===== config.mk =====
export PLATFORM = sky130hd
export DESIGN_NAME = controller
export DESIGN_NICKNAME = d
export VERILOG_FILES = /design/src/rtl/cpu_pkg.sv /design/src/rtl/controller.sv
export SDC_FILE = /design/constraint.sdc
export NUM_CORES = 1
export LEC_CHECK = 0
export ABC_AREA = 0
export BUFFER_PORTS_ARGS = -buffer_cell sky130_fd_sc_hd__buf_2
export CAP_MARGIN = 10
export CORE_AREA = 3 3 40 42
export DETAILED_ROUTE_END_ITERATION = 12
export DIE_AREA = 0 0 43 45
export PLACE_DENSITY = 0.37
export SLEW_MARGIN = 20
export SYNTH_ARGS = -nofsm -noshare
export SYNTH_HDL_FRONTEND = slang
export SYNTH_SLANG_ARGS = --single-unit

===== constraint.sdc =====
create_clock -name vclk -period 1.3
set_input_delay 0.065 -clock vclk [all_inputs]
set_output_delay 0.065 -clock vclk [all_outputs]
set_load 0.02 [all_outputs]

===== src/rtl/cpu_pkg.sv =====
// Shared opcode constants, ALU-class helper and the packed control word for the teaching CPU.
// No logic of its own; consumed by the controller and anything decoding its control word.
// No flow control: types and constants only.
package cpu_pkg;

  localparam logic [2:0] OP_HLT = 3'd0;
  localparam logic [2:0] OP_SKZ = 3'd1;
  localparam logic [2:0] OP_ADD = 3'd2;
  localparam logic [2:0] OP_AND = 3'd3;
  localparam logic [2:0] OP_XOR = 3'd4;
  localparam logic [2:0] OP_LDA = 3'd5;
  localparam logic [2:0] OP_STO = 3'd6;
  localparam logic [2:0] OP_JMP = 3'd7;

  // Control word, MSB first in the order the datapath documentation lists the strobes.
  typedef struct packed {
    logic sel;
    logic rd;
    logic ld_ir;
    logic inc_pc;
    logic halt;
    logic ld_pc;
    logic data_e;
    logic ld_ac;
    logic wr;
  } ctrl_t;

  // Opcodes whose execute phases read memory and finish by loading the accumulator.
  function automatic logic is_aluop(input logic [2:0] op);
    return (op == OP_ADD) || (op == OP_AND) || (op == OP_XOR) || (op == OP_LDA);
  endfunction

endpackage


===== src/rtl/controller.sv =====
// Instruction-cycle controller: decodes opcode, phase and zero into the nine datapath strobes.
// Latency: purely combinational, zero cycles; rst forces every strobe low immediately.
// Backpressure: none; the external phase counter owns sequencing and may wrap 7->0 freely.
module controller
  import cpu_pkg::*;
(
  input  logic       clk,
  input  logic       rst,
  input  logic [2:0] opcode,
  input  logic [2:0] phase,
  input  logic       zero,
  output logic       sel,
  output logic       rd,
  output logic       ld_ir,
  output logic       inc_pc,
  output logic       halt,
  output logic       ld_pc,
  output logic       data_e,
  output logic       ld_ac,
  output logic       wr
);

  ctrl_t ctrl;
  logic  aluop;

  assign aluop = is_aluop(opcode);

  // Per-phase decode; every strobe defaults low so unlisted (opcode, phase) pairs stay 0.
  always_comb begin
    ctrl = '0;
    if (!rst) begin
      case (phase)
        // Fetch: address memory with the PC, read it, then capture into the IR.
        3'd0: begin
          ctrl.sel = 1'b1;
        end
        3'd1: begin
          ctrl.sel = 1'b1;
          ctrl.rd  = 1'b1;
        end
        3'd2, 3'd3: begin
          ctrl.sel   = 1'b1;
          ctrl.rd    = 1'b1;
          ctrl.ld_ir = 1'b1;
        end
        // Step past the fetched instruction; HLT also stops the machine here.
        3'd4: begin
          ctrl.inc_pc = 1'b1;
          ctrl.halt   = (opcode == OP_HLT);
        end
        // ALU-class ops start reading their operand; everything else idles.
        3'd5: begin
          ctrl.rd = aluop;
        end
        // ALU ops keep reading; SKZ skips on zero; JMP loads PC; STO drives the accumulator.
        3'd6: begin
          ctrl.rd     = aluop;
          ctrl.inc_pc = (opcode == OP_SKZ) && zero;
          ctrl.ld_pc  = (opcode == OP_JMP);
          ctrl.data_e = (opcode == OP_STO);
        end
        // Commit: ALU ops load the accumulator, STO writes memory, JMP holds the PC load.
        // SKZ and HLT stay idle here regardless of zero.
        3'd7: begin
          ctrl.rd     = aluop;
          ctrl.ld_ac  = aluop;
          ctrl.data_e = (opcode == OP_STO);
          ctrl.wr     = (opcode == OP_STO);
          ctrl.ld_pc  = (opcode == OP_JMP);
        end
      endcase
    end
  end

  assign {sel, rd, ld_ir, inc_pc, halt, ld_pc, data_e, ld_ac, wr} = ctrl;

  // Memory and accumulator must never drive the data bus together, and memory is never
  // read and written at once.
  a_no_bus_fight: assert property (@(posedge clk) disable iff (rst) !(ctrl.rd && ctrl.data_e));
  a_no_rd_wr:     assert property (@(posedge clk) disable iff (rst) !(ctrl.rd && ctrl.wr));

endmodule


# == After elaboration in Yosys (flattened, before gate mapping) ==
# Cells that the tools add are included.
# totals
romBits,0
latchBits,0
output_inout_bits,9
inputBits,9
ram_bits,0
wordCells,33
ff_bits,0
memories,0
# classes
addsub,0
n_mul,0
mux,8
bitwise_logic,0
n_eq_ne,14
reduce_logical,11
n_div,0
magnitude_cmp,0
n_shift,0
# ops
op,n
$eq A3 B3 Y1 const B,8
$eq A3 B2 Y1 const B,4
$mux W9,1
$eq A3 B1 Y1 const B,2
$logic_not A3 Y1,2
$reduce_or A3 Y1,2
$mux W2,2
$pmux W1 S2,2
$reduce_or A2 Y1,2
$reduce_or A4 Y1,1
$logic_or A1 B1 Y1,3
$mux W1,3
$logic_and A1 B1 Y1,1

# == Longest topological paths before layout ==
# depth
word_depth,6
depth_mapped,2
depth_no_buf,2

# == Least setup slack after synthesis ==
# No wires, ideal clock.
# synth_timing
kind,input-to-output
start,input rst
end,output wr
required_ns,1.235
cell_stages,2
n_path_buf,0
path_slack_ns,0.281
t_arrival_ns,0.954
cell_sequence,nand3b_1 nor4_1
# synth_via
elab_chain_cells,1
# synth_lines
element,line_no,source
"start, declared",controller.sv:8,"input logic rst,"
$mux W9,controller.sv:31,if (!rst) begin
"end, declared",controller.sv:20,output logic wr
# Every way passes these cells.

# == Worst setup path after layout ==
# layout_timing
start,input opcode[2]
end,output halt
# layout_via
elab_chain_cells,3
# layout_lines
element,line_no,source
"start, declared",controller.sv:9,"input logic [2:0] opcode,"
$logic_not A3 Y1,controller.sv:49,ctrl.halt = (opcode == OP_HLT);
$mux W1,controller.sv:32,case (phase)
$mux W9,controller.sv:31,
"end, declared",controller.sv:16,"output logic halt,"
# Every way passes these cells.

==> out/qor.csv <==
stage,metric,value,unit
worst_setup_path,critical path required time,1240,ps
worst_setup_path,CP top delay family,simple AND/OR/NAND/NOR gates,
worst_setup_path,Critical Path End Type,primary output,
global_routing,initial antenna violation count,0,
finish,Syn-to-layout area delta,92.2,%
cts,Post-CTS Hold Buffers,0,
finish,fin nets,46,
power_and_ir_drop,Lkg Pwr,0.112,nW
power_and_ir_drop,P_sw,0.0337,mW
timing,Setup Viol. Count Final,0,
floorplan,# IOs,18,
floorplan,die height,45,um
worst_setup_path,Crit path largest cell delay,530,ps
place,placed cell count,50,
timing,RSZ-0062 raised after global routing,false,
flow_run,Max Cap Viol,0,
floorplan,die area,1940,um^2
drt,drt via density,3.70,
worst_setup_path,arrival time of the worst setup path,1000,ps
cts,number of cells upsized or downsized after cts,0,
logic_synthesis,Mean Syn Cell Area,6.26,um^2
drt,"antenna viol nets, final",0,
logic_synthesis,post-synthesis sequential area ratio,0,%
logic_synthesis,syn_nets,27,
finish,clock buffers,0,
drt,DR vias,185,
power_and_ir_drop,pwr dens,263,nW/um^2
drt,1st-pass router iterations,1,
power_and_ir_drop,sequential power share,0,%
floorplan,Die W,43,um
finish,multi-input logic area,105,um^2
global_routing,GRT Resource Usage Total,4.81,%
timing,final worst setup slack,233,ps
power_and_ir_drop,total internal power,0.0232,mW
cts,Post-CTS Setup Bufs,0,
place,Placer Congestion,0.653,
worst_setup_path,critical path class,input pin to primary output,
logic_synthesis,Synthesis Warnings,0,
global_routing,first-pass GRT wire length,759,um
worst_setup_path,CP max FO,4,
power_and_ir_drop,total power,0.0569,mW
timing,fmax,0.938,GHz
timing,final slew viol count,0,
timing,Final TNS setup,0,ps
timing,fin crit period,1070,ps
power_and_ir_drop,VDD IR max,0.0464,mV
place,Placement Cell Area,216,um^2
timing,Slew HR,86.5,%
finish,Layout Utilization,16.8,%
drt,Iteration-0 DRC Markers,0,
logic_synthesis,synthesized area,113,um^2
drt,drc violations,0,
finish,share of cells above drive strength 1,51.4,%
logic_synthesis,count of different cell masters after synthesis,13,
place,Post-DP HPWL,407,um
floorplan,FP Rows,13,
floorplan,Initial Util,8.76,%
worst_setup_path,critical path launch point type,input pin,
worst_setup_path,buffers and inverters on the worst path,2,
finish,FF+latch count,0,
global_routing,largest net degree at the start of global routing,6,
worst_setup_path,crit path cell chain,"buf_2, or4_1, nor3_2, buf_2",
finish,storage element area,0,um^2
finish,FILL cells,159,
min_path,Hold Crit Class,input pin to primary output,
finish,final instance area,216,um^2
timing,Worst-Margin Slew,201,ps
timing,Final Hold Vio Count,0,
finish,ANT cells,0,
drt,final WL,448,um
drt,wire length per cell,8.96,um
floorplan,core area,1280,um^2
power_and_ir_drop,Comb pwr share,100.0,%
timing,Hold Slack,429,ps
global_routing,vias in the first global route,165,
outcome,outcome,completed,
place,pre-CTS WS,221,ps
logic_synthesis,post-synthesis cell count,18,
global_routing,global route overflow,0,
power_and_ir_drop,clock network power share,0,%
worst_setup_path,CP max-delay cell,or4_1,
place,PortBufs,17,
finish,non-filler instance count after layout,50,
worst_setup_path,crit-path most repeated cell,buf_2,
power_and_ir_drop,Net Sw Frac,59.2,%
timing,Final Cycle Share,82.0,%
## power groups by stage
stage | sequential, mW | clock [mW] | combinational [mW]
2_1_floorplan | 0 | 0 | 0.0278
3_3_place_gp | 0 | 0 | 0.0575
3_5_place_dp | 0 | 0 | 0.0575
4_1_cts | 0 | 0 | 0.0577
5_1_grt | 0 | 0 | 0.0642
6_report | 0 | 0 | 0.0569
## tightest hold or removal path, delay by kind of cell
family / cells / cell delay [ps]
buffers and inverters: 2 / 250
AO/OA/AOI/OAI: 1 / 50
## cells in the mapped netlist
master / number / area (um^2)
nand2_1: 1 / 3.75
nand2b_1: 1 / 6.26
nor3_1: 3 / 15.0
nor4_1: 1 / 6.26
nand4bb_1: 1 / 11.3
or4_1: 1 / 7.51
nor3_2: 1 / 10.0
xnor2_1: 1 / 8.76
nand3b_1: 1 / 7.51
a211oi_1: 2 / 15.0
and2_1: 1 / 6.26
nor2_1: 2 / 7.51
inv_1: 2 / 7.51
## cell usage in the layout, fill, tap and decap left out
| cell type | count |
|---|---|
| a211oi_1 | 2 |
| nand3b_1 | 1 |
| or4_1 | 1 |
| nor3_2 | 1 |
| nand2b_1 | 1 |
| inv_1 | 2 |
| nor3_1 | 3 |
| nand2_1 | 1 |
| xnor2_1 | 1 |
| buf_2 | 17 |
| nor4_1 | 1 |
| nor2_1 | 2 |
| and2_1 | 1 |
| nand4bb_1 | 1 |
## routing by layer
layer / global-route usage [%] / up-vias / routed length (um)
met5: 0 / - / 0
met1: 6.67 / 72 / 216
met2: 8.08 / 11 / 177
met3: 1.20 / 0 / 54
met4: 0 / 0 / 0
li1: - / 102 / -
## area by class of cell
cell class | count | area share [%]
Multi-Input combinational cell | 16 | 48.6
Timing Repair Buffer | 17 | 39.3
Tap cell | 15 | 8.67
Inverter | 2 | 3.47
## worst paths after layout
path	start	to	slack [ps]	depth (start not counted)
worst max-delay path	opcode[2]	halt	230	4
worst min-delay path	rst	rd	430	3
## cells by family (layout without fill, tap and decap cells)
family,Yosys count,count (layout),share of synthesized area (%)
simple gates,13,13,72.2
xor+xnor,1,1,7.78
buf+inv,2,19,6.67
compound gates,2,2,13.3
No activity file was read; power rests on OpenSTA's default activity.
